**config.mk**
```make
export PLATFORM = sky130hd
export DESIGN_NAME = fetch_sequencer_flat
export DESIGN_NICKNAME = d
export VERILOG_FILES = /design/src/rtl/fetch_sequencer_pkg.sv /design/src/rtl/fetch_sequencer_if.sv /design/src/rtl/fetch_sequencer_pc_incr.sv /design/src/rtl/fetch_sequencer.sv /design/src/flat_wrapper.sv
export SDC_FILE = /design/constraint.sdc
export NUM_CORES = 1
export LEC_CHECK = 0
export CORE_MARGIN = 2
export CORE_UTILIZATION = 30
export CTS_CLUSTER_DIAMETER = 150
export DETAILED_ROUTE_END_ITERATION = 12
export GPL_TIMING_DRIVEN = 0
export PLACE_DENSITY_LB_ADDON = 0.12
export SLEW_MARGIN = 20
export SYNTH_ARGS = -nofsm -noshare
export SYNTH_HDL_FRONTEND = slang
export SYNTH_SLANG_ARGS = --single-unit
```
**constraint.sdc**
```tcl
create_clock -name clk -period 1.53 [get_ports clk]
set_input_delay 0.306 -clock clk [delete_from_list [all_inputs] [get_ports clk]]
set_output_delay 0.306 -clock clk [all_outputs]
set_load 0.02 [all_outputs]
```
**src/rtl/fetch_sequencer_pkg.sv**
```systemverilog
// Shared constants for the fetch sequencer: state encoding and PC width.
package fetch_sequencer_pkg;

    localparam int PC_W = 8;

    typedef enum logic [1:0] {
        FETCH = 2'd0,
        EXEC  = 2'd1,
        HALT  = 2'd2
    } state_t;

endpackage

```
**src/rtl/fetch_sequencer_if.sv**
```systemverilog
// Program-memory read bus between the sequencer (master) and memory (slave).
interface fetch_sequencer_if;
    import fetch_sequencer_pkg::*;

    logic            pm_req;
    logic [PC_W-1:0] pm_addr;
    logic            pm_ack;
    logic [7:0]      pm_rdata;

    modport master (
        output pm_req,
        output pm_addr,
        input  pm_ack,
        input  pm_rdata
    );

    modport slave (
        input  pm_req,
        input  pm_addr,
        output pm_ack,
        output pm_rdata
    );
endinterface

```
**src/rtl/fetch_sequencer_pc_incr.sv**
```systemverilog
// Combinational program-counter incrementer; wraps modulo 2**PC_W.
module pc_incr
    import fetch_sequencer_pkg::*;
(
    input  logic [PC_W-1:0] a,
    output logic [PC_W-1:0] y
);
    assign y = a + PC_W'(1);
endmodule

```
**src/rtl/fetch_sequencer.sv**
```systemverilog
// Instruction fetch/execute sequencer: fetches one byte per instruction,
// holds it in ir until the execute stage finishes, then jumps, continues or halts.
module fetch_sequencer
    import fetch_sequencer_pkg::*;
#(
    parameter logic [PC_W-1:0] RESET_VECTOR = 8'h00
) (
    input  logic              clk,
    input  logic              rst,
    fetch_sequencer_if.master pm,
    input  logic              stall,
    output logic [7:0]        ir,
    output logic              ir_valid,
    input  logic              exec_done,
    input  logic              jump_en,
    input  logic [PC_W-1:0]   jump_addr,
    input  logic              halt,
    output logic [PC_W-1:0]   pc,
    output logic              halted
);

    state_t          state_reg, state_next;
    logic [PC_W-1:0] pc_reg, pc_next;
    logic [7:0]      ir_reg, ir_next;
    logic [PC_W-1:0] pc_plus_one;

    pc_incr u_pc_incr (
        .a (pc_reg),
        .y (pc_plus_one)
    );

    always_comb begin
        state_next = state_reg;
        pc_next    = pc_reg;
        ir_next    = ir_reg;
        case (state_reg)
            FETCH: begin
                if (!stall && pm.pm_ack) begin
                    ir_next    = pm.pm_rdata;
                    pc_next    = pc_plus_one;
                    state_next = EXEC;
                end
            end
            EXEC: begin
                if (exec_done) begin
                    if (jump_en) begin
                        pc_next = jump_addr;
                    end
                    state_next = halt ? HALT : FETCH;
                end
            end
            HALT: begin
                state_next = HALT;
            end
            // Unused code 3 recovers to FETCH without touching pc or ir.
            default: begin
                state_next = FETCH;
            end
        endcase
    end

    always_ff @(posedge clk) begin
        if (rst) begin
            state_reg <= FETCH;
            pc_reg    <= RESET_VECTOR;
            ir_reg    <= 8'h00;
        end else begin
            state_reg <= state_next;
            pc_reg    <= pc_next;
            ir_reg    <= ir_next;
        end
    end

    // Request is gated by rst so memory never sees a read while reset is held.
    assign pm.pm_req  = (state_reg == FETCH) && !stall && !rst;
    assign pm.pm_addr = pc_reg;
    assign pc         = pc_reg;
    assign ir         = ir_reg;
    assign ir_valid   = (state_reg == EXEC);
    assign halted     = (state_reg == HALT);

endmodule

```
**src/flat_wrapper.sv**
```systemverilog
// flat-port wrapper written by rule: the top's interface ports become plain ports
module fetch_sequencer_flat import fetch_sequencer_pkg::*;
#(
    parameter logic [PC_W-1:0] RESET_VECTOR = 8'h00
)
  (clk, rst, stall, ir, ir_valid, exec_done, jump_en, jump_addr, halt, pc, halted, pm_pm_req, pm_pm_addr, pm_pm_ack, pm_pm_rdata);
  fetch_sequencer_if pm_i ();
  input  logic clk;
  input  logic rst;
  input  logic stall;
  output logic [7:0] ir;
  output logic ir_valid;
  input  logic exec_done;
  input  logic jump_en;
  input  logic [PC_W-1:0] jump_addr;
  input  logic halt;
  output logic [PC_W-1:0] pc;
  output logic halted;
  output wire logic [$bits(pm_i.pm_req)-1:0] pm_pm_req;
  output wire logic [$bits(pm_i.pm_addr)-1:0] pm_pm_addr;
  input wire logic [$bits(pm_i.pm_ack)-1:0] pm_pm_ack;
  input wire logic [$bits(pm_i.pm_rdata)-1:0] pm_pm_rdata;
  assign pm_pm_req = pm_i.pm_req;
  assign pm_pm_addr = pm_i.pm_addr;
  assign pm_i.pm_ack = pm_pm_ack;
  assign pm_i.pm_rdata = pm_pm_rdata;
  fetch_sequencer #(.RESET_VECTOR(RESET_VECTOR)) u_core (.clk(clk), .rst(rst), .pm(pm_i), .stall(stall), .ir(ir), .ir_valid(ir_valid), .exec_done(exec_done), .jump_en(jump_en), .jump_addr(jump_addr), .halt(halt), .pc(pc), .halted(halted));
endmodule
```
Word-level counts from Yosys, hierarchy flattened
Index checks and enable logic that the tools add are counted.

word-level totals
  bits in latches = 0
  bits in registers = 18
  RAM bits = 0
  output and inout port bits = 27
  memories kept = 0
  memory bits (read-only) = 0
  input bits = 23

operators by class
  bitwise operators = 0
  multiply operators = 0
  add/sub/neg operators = 1
  div/mod/pow operators = 0
  multiplexer cells = 8
  reduce and logical (&&, ||, !) cells = 10
  magnitude comparators = 0
  eq/ne operators = 5
  shifts and indexed selects = 0

operators with widths
  operator             count
  $mux 8               3
  $pmux 8 s2           1
  $add 8x1->8 const B  1
  $mux 2               3
  $ne 2x1->1 const B   3
  $pmux 2 s3           1
  $reduce_and 2->1     2
  $reduce_and 4->1     1
  $logic_and 1x1->1    3
  $eq 2x1->1 const B   1
  $eq 2x2->1 const B   1
  $logic_not 1->1      2
  $logic_not 2->1      1
  $reduce_bool 2->1    1

Depth between registers and ports, before layout
Gate-level depths: netlist of run 1.

  depth in word-level cells = 4
  depth in mapped cells = 6

By module
From an unflattened synthesis of run 1, not the netlist that was laid out.

unflattened totals
  cells, all modules = 108
  area, all modules = 1006.0 um2

modules (own cells, without submodules)
  module           sequential area each (um2)  area an instance (um2)  cells each  instances
  fetch_sequencer  360.3                       889.6                   92          1
  pc_incr          0.0                         116.4                   16          1

Worst setup path after synthesis of run 1
Ideal clock, no wire load.

  path kind = input -> output
  start = input port rst
  end = output port pm_pm_req
  arrival = 1.151 ns
  data required time = 1.224 ns
  setup slack = 0.073 ns
  stages on the path = 2
  path through = clkbuf_1 nor4_1

between the ends
  word-level cells in the longest chain between the ends = 2

RTL lines
  what               RTL line               RTL
  from (decl)        flat_wrapper.sv:9      input logic rst;
  $logic_not 1->1    fetch_sequencer.sv:75  assign pm.pm_req = (state_reg == FETCH) && !stall && !rst;
  $logic_and 1x1->1  fetch_sequencer.sv:75
  to (decl)          flat_wrapper.sv:19     output wire logic [$bits(pm_i.pm_req)-1:0] pm_pm_req;

Every way passes these cells.

Worst setup path after layout of run 1
  start = register u_core.pc_reg[0] (netlist: u_core.pc[0])
  end = output port pm_pm_addr[0]

RTL lines
  what                    RTL line               RTL
  from (decl)             fetch_sequencer.sv:23  logic [PC_W-1:0] pc_reg, pc_next;
  from (signal assigned)  fetch_sequencer.sv:69  pc_reg <= pc_next;
  to (decl)               flat_wrapper.sv:20     output wire logic [$bits(pm_i.pm_addr)-1:0] pm_pm_addr;

No word-level cell between the ends.

==> impl_results.md, run 1 <==
- Status: complete, no violations
- Antenna Cells: 0
- Pleak: 0.713 nW
- Critical path class: register to output port
- Count of cells along the worst register-to-register path: 5
- Largest cells by area after synthesis: dfxtp_1 37%, nand2_1 8.4%, a21oi_1 7.7%, buf_4 6.1%, o21ai_0 4.6%
- Die H: 61.1 microns
- Pwr per Cell Area: 678 nW/um^2
- Count of input and output buffers: 49
- Utilization after layout: 0.522
- Clock share of power: 0.278
- Vias in the first global route: 932
- Hpwl dp: 2.04 mm
- WL/cell: 13.1 microns
- Row count: 20
- Routed wire length: 2.93 mm
- Hold buffer count at CTS: 0
- Die area: 3740 sq um
- Cells on Worst Hold Path: 3
- Clk buf depth: 2
- Final setup violation count: 0
- Fin Hold WS: 0.450 ns
- Top cell type's share of synthesized area: 0.368
- CTS root buffer: clkbuf_4
- Antenna-violating nets left: 0
- Pwr Total: 1.09 mW
- Avg Synthesized Cell Area: 8.10 sq um
- Design internal power: 774 uW
- Post-synthesis cell area: 980 sq um
- Worst EP arrival: 1.16 ns
- Final Critical Period: 1.46 ns
- Remaining DRCs: 0
- Switching power: 315 uW
- I/O pins: 50
- Synth Instances: 121
- Ys async rst share: 0
- Starting Density: 0.318
- CP max FO: 7
- Register area share after synthesis: 0.368
- Synth Warn #: 0
- Clock tree from TritonCTS: yes
- Achievable clock frequency: 683 MHz
- Die W: 61.1 microns
- Final std cells w/o fill: 224
- Worst skew pair latency: 0.30 ns
- Pin count of the biggest net entering global routing: 11
- Critical path capture point type: output port
- Clk pin slew, worst setup/hold paths: 0.12 ns
- Number of hold violations in the final report: 0
- Worst Skew: 0.0105 ns
- Vias: 1,074
- Core area: 3080 sq um
- Main flop type after synthesis: dfxtp_1
- Pre-antenna DRT Iters: 4
- Clk sinks: 18
- Max VDD drop: 0.451 mV
- CP required: 1.22 ns
- Final Slew Violations: 0
- Synth unique cells: 35
- Setup WS pre-CTS: -0.714 ns
- Mapped Nets: 145
- Synthesized flop and latch total: 18
- Sw frac: 0.289
- Vias/cell: 4.79
- Crit share post-route: 0.956
- Tightest Hold Check Type: input port to register
- Clock buffer count from CTS: 3
- GRT overflow: 0
- Worst-margin pin slew: 0.540 ns
- Area Growth Syn to Fin: 64.0%
- Final #Nets: 205
- EDFF count, synth: 0
- Fillers: 316
- Initial drt markers: 30
- H-tree levels: 1
- Area leader, netlist: dfxtp_1
- Layout cell share with drive strength beyond 1: 0.261
- Max-slew headroom: 0.639
- Initial antenna violation count: 0
- # placed instances: 214
- Max cap viols: 0
- Routability cong.: 0.801
- Combinational share of power: 0.254
- Nature of the critical path startpoint: register
- GRT Overall Usage: 0.165
- Setup WS post-layout: 0.0668 ns
- First-pass GRT wire length: 4.55 mm
- Sequential Power Share: 0.469
-- routing by layer --
metal | vias up | part of all wire | global-route usage
met1 | 493 | 0.44 | 0.230
met2 | 42 | 0.48 | 0.245
met4 | 0 | 0.011 | 0.0745
met3 | 4 | 0.072 | 0.0315
met5 | - | 0 | 0
li1 | 535 | - | -
-- stage by stage --
stage | setup TNS [ns] | area [sq um]
after floorplan | 0 | 980
after global placement | -6.87 | 1530
after detailed placement | -7.59 | 1530
after CTS | 0 | 1580
after global routing | -0.00206 | 1610
final | 0 | 1610
-- critical path, cell delays in order (launching register included) --
cell and delay (ns):
dfxtp_2 0.42, buf_4 0.12, dlygate4sd2_1 0.32
-- cell families after synthesis --
family          after synthesis  share of synthesized area
compound gates               35                      0.235
fa+ha+maj                     1                     0.0128
flops                        18                      0.368
simple gates                 51                      0.276
buf+inv                      16                      0.109
-- power groups by stage --
stage | Clock, mW | Combinational, mW | Sequential [mW]
5_1_grt | 0.324 | 0.300 | 0.514
6_report | 0.302 | 0.276 | 0.510
3_3_place_gp | 0 | 0.276 | 0.523
4_1_cts | 0.307 | 0.269 | 0.512
3_5_place_dp | 0 | 0.280 | 0.524
2_1_floorplan | 0 | 0.119 | 0.542
-- worst paths after layout --
kind | from | end | slack, ns
min | rst | u_core.pc[7] | 0.45
max | u_core.pc[0] | pm_pm_addr[0] | 0.07
min reg2reg | u_core.ir[5] | u_core.ir[5] | 0.45
max reg2reg | u_core.state_reg[0] | u_core.pc[5] | 0.09
-- placed cells by master (no fill, tap or decap), types with 2 or more instances in the layout --
cell and n:
clkbuf_4 3, o21ai_0 9, clkbuf_8 2, a211oi_2 2, dfxtp_4 4, buf_2 3, a21oi_1 15, dlygate4sd2_1 27
and2_1 4, buf_4 15, nor4_2 2, buf_6 2, nand2b_1 2, nor2_1 5, clkbuf_1 2, a31oi_1 2
dfxtp_2 5, clkdlybuf4s50_1 19, nand2_1 22, nand3_1 6, dfxtp_1 9
-- synthesized netlist by cell type (2+ instances only) --
master    instances
nand2_1          22
dfxtp_1          18
a21oi_1          15
o21ai_0           9
buf_4             8
nand3_1           6
nor2_1            5
and2_1            4
clkbuf_1          3
a211oi_2          2
a31oi_1           2
buf_6             2
nand2b_1          2
nor4_1            2
-- cell type report --
type	instances	area [sq um]	area share
multi-input combinational	87	528	0.329
timing repair buffer	55	489	0.305
sequential	18	382	0.238
buffer	14	109	0.0678
tap	44	55.1	0.0343
clock buffer	4	36.3	0.0226
inverter	2	7.51	0.00467
-- timing repair --
action	in CTS	in global routing
pin swaps	1	3
hold endpoints to repair	0	0
gates cloned	1	0
gates resized for setup	56	5
setup endpoints to repair	43	10
buffers inserted	1	4
No activity file was read; power rests on OpenSTA's default activity.
==> inputs of run 2 (changes only) <==
--- a/config.mk
+++ b/config.mk
@@ -5,10 +5,12 @@
 export SDC_FILE = /design/constraint.sdc
 export NUM_CORES = 1
 export LEC_CHECK = 0
+export ABC_AREA = 0
 export CORE_MARGIN = 2
 export CORE_UTILIZATION = 30
 export CTS_CLUSTER_DIAMETER = 150
 export DETAILED_ROUTE_END_ITERATION = 12
+export DONT_BUFFER_PORTS = 1
 export GPL_TIMING_DRIVEN = 0
 export PLACE_DENSITY_LB_ADDON = 0.12
 export SLEW_MARGIN = 20
==> run 2 against run 1 <==
Global-route usage fell by 1.9 points; sequential power rose by 5.5%; non-clock buffer count fell by 49; clock power fell by 21%; flip-flop and latch count did not move; power fell by 13%; sequential share of layout area rose by 9.0 points; final cell count fell by 22%; worst setup slack got worse by 0.031 ns; maximum frequency fell by 2.1%; critical endpoint is now u_core.pc[0].
==> impl_results.md, run 2 (same netlist as run 1, synthesis figures left out) <==
- Routed wire length: 2.66 mm (was 2.93 mm)
- WHS Endpoint: u_core.ir[3] (was u_core.pc[7])
- CP max FO: 7 (unchanged)
- Worst skew pair latency: 0.30 ns (about the same)
- Pin count of the biggest net entering global routing: 11 (unchanged)
- Crit share post-route: 0.977 (was 0.956)
- Area Growth Syn to Fin: 18.4% (was 64.0%)
- Antenna-violating nets left: 0 (unchanged)
- Worst R2R Start: u_core.state_reg[0] (unchanged)
- I/O pins: 50 (unchanged)
- Reg2reg end: u_core.pc[0] (was u_core.pc[5])
- Initial drt markers: 14 (was 30)
- Final setup violation count: 0 (unchanged)
- Routability cong.: 0.710 (was 0.801)
- Most frequent cells in the layout: 22 x nand2_1, 15 x a21oi_1, 14 x buf_4, 10 x dfxtp_1, 9 x o21ai_0 (was 27 x dlygate4sd2_1, 22 x nand2_1, 19 x clkdlybuf4s50_1, 15 x a21oi_1, 15 x buf_4)
- Clock buffer count from CTS: 3 (unchanged)
- Antenna Cells: 0 (unchanged)
- # placed instances: 165 (was 214)
- Max VDD drop: 0.322 mV (was 0.451 mV)
- Clk sinks: 18 (unchanged)
- Pleak: 0.409 nW (was 0.713 nW)
- Clock tree from TritonCTS: yes (unchanged)
- Count of input and output buffers: 0 (was 49)
- Vias in the first global route: 821 (was 932)
- Max cap viols: 0 (unchanged)
- Number of hold violations in the final report: 0 (unchanged)
- Multi-input gate area: 539 sq um (was 528 sq um)
- Tightest Hold Check Type: input port to register (unchanged)
- Fillers: 330 (was 316)
- CP bufs+invs: 1 (was 2)
- Core area: 3080 sq um (unchanged)
- Worst-margin pin slew: 0.671 ns (was 0.540 ns)
- CTS root buffer: clkbuf_4 (unchanged)
- Final Slew Violations: 0 (unchanged)
- Most common cell after layout, fill and taps aside: nand2_1 (was dlygate4sd2_1)
- GRT overflow: 0 (unchanged)
- WL/cell: 15.3 microns (was 13.1 microns)
- Critical path class: register to register (was register to output port)
- Vias/cell: 5.05 (was 4.79)
- Nature of the critical path startpoint: register (unchanged)
- Final #Nets: 156 (was 205)
- Pre-antenna DRT Iters: 4 (unchanged)
- Final Critical Period: 1.49 ns (was 1.46 ns)
- CP Cell Sequence: or3b_4 > a21oi_4 > buf_4 > a21oi_1 > a311oi_1 (was buf_4 > dlygate4sd2_1)
- Unrepaired setup endpoints after global routing: true
- Vias: 878 (was 1,074)
- Hold Path Origin: pm_pm_rdata[3] (was rst)
- Pwr Total: 947 uW (was 1.09 mW)
- CP max-delay cell: or3b_4 (was dfxtp_2)
- Pwr per Cell Area: 816 nW/um^2 (was 678 nW/um^2)
- Final std cells w/o fill: 174 (was 224)
- Cells on Worst Hold Path: 2 (was 3)
- Clk pin slew, worst setup/hold paths: 0.11 ns (was 0.12 ns)
- Hpwl dp: 1.88 mm (was 2.04 mm)
- CP peak stage delay: 0.40 ns (was 0.42 ns)
- Register area: 380 sq um (was 382 sq um)
- Starting Density: 0.318 (unchanged)
- Worst path top cell family by delay: compound AO/OA/AOI/OAI gates (was buffers and inverters)
- H-tree levels: 1 (unchanged)
- Initial antenna violation count: 0 (unchanged)
- Remaining DRCs: 0 (unchanged)
- Row count: 20 (unchanged)
- Worst Skew: 0.0117 ns (was 0.0105 ns)
- Die H: 61.1 microns (unchanged)
- Fin Hold WS: 0.137 ns (was 0.450 ns)
- Layout cell share with drive strength beyond 1: 0.331 (was 0.261)
- Worst EP arrival: 1.71 ns (was 1.16 ns)
- CP required: 1.74 ns (was 1.22 ns)
- Count of cells along the worst register-to-register path: 5 (unchanged)
- Flop2flop setup slack: 0.04 ns (was 0.09 ns)
- Clk buf depth: 2 (unchanged)
- Max-slew headroom: 0.553 (was 0.639)
- GRT Overall Usage: 0.146 (was 0.165)
- Die area: 3740 sq um (unchanged)
- Status: complete, no violations (unchanged)
- First-pass GRT wire length: 3.99 mm (was 4.55 mm)
- Setup TNS: 0 ns (unchanged)
- Achievable clock frequency: 669 MHz (was 683 MHz)
- Die W: 61.1 microns (unchanged)
- Critical path capture point type: register (was output port)
run 2: cell count changes in the layout (fill, tap and decap cells not counted), moves of 2 or more:
cell	before	now
clkdlybuf4s50_1	19	0
dlygate4sd2_1	27	0
clkbuf_8	2	0
buf_2	3	1
run 2: stage by stage:
step	utilization	worst slack (ns)	instance area, sq um
after floorplan	-	0.0728	980
after global placement	0.336	-0.119	1030
after detailed placement	0.336	-0.128	1030
after CTS	0.347	-0.0717	1070
after global routing	0.377	-0.0163	1160
final	0.377	0.0356	1160
run 2: worst max path at each step:
stage	startpoint	slack, ns	endpoint	depth (start not counted)
after floorplan	rst	0.07	pm_pm_req	2
after global placement	rst	-0.12	pm_pm_req	2
after detailed placement	rst	-0.13	pm_pm_req	2
after CTS	u_core.state_reg[1]	-0.07	pm_pm_req	1
after global routing	u_core.state_reg[0]	-0.02	u_core.pc[0]	5
final	u_core.state_reg[0]	0.04	u_core.pc[0]	5
run 2: layout make-up:
class,instances,share of cell area
clock buffers,3,0.0194
inverters,2,0.00647
repair buffers,7,0.0485
flip-flops and latches,18,0.328
multi-input cells,87,0.465
plain buffers,13,0.0852
well taps,44,0.0475
run 2: timing repair:
item                                    in CTS  in global routing
pin swaps                                    0                  4
endpoints found under the setup margin      11                 18
resized for setup                            4                 16
endpoints found under the hold margin        0                  0
hold buffers                                 0                  0
gates cloned                                 0                  1
buffers inserted                             0                  6
run 2: where the power goes:
part / switching [mW] / internal, mW
clock network: 0.148 / 0.0918
registers: 0.0504 / 0.488
logic: 0.0911 / 0.0772
total: 0.290 / 0.657
run 2: worst register-to-register path: cells and delay by family (launching register included):
kind,cells,cell delay (ns)
flip-flops,1,0.39
buffers and inverters,1,0.14
AO/OA/AOI/OAI,3,0.48
AND/OR/NAND/NOR,1,0.40
run 2: per-layer routing:
metal / vias up / track usage / wire length, microns
li1: 442 / - / -
met1: 402 / 0.200 / 1160
met2: 29 / 0.205 / 1270
met3: 5 / 0.0441 / 197
met4: 0 / 0.0745 / 37
met5: - / 0 / 0
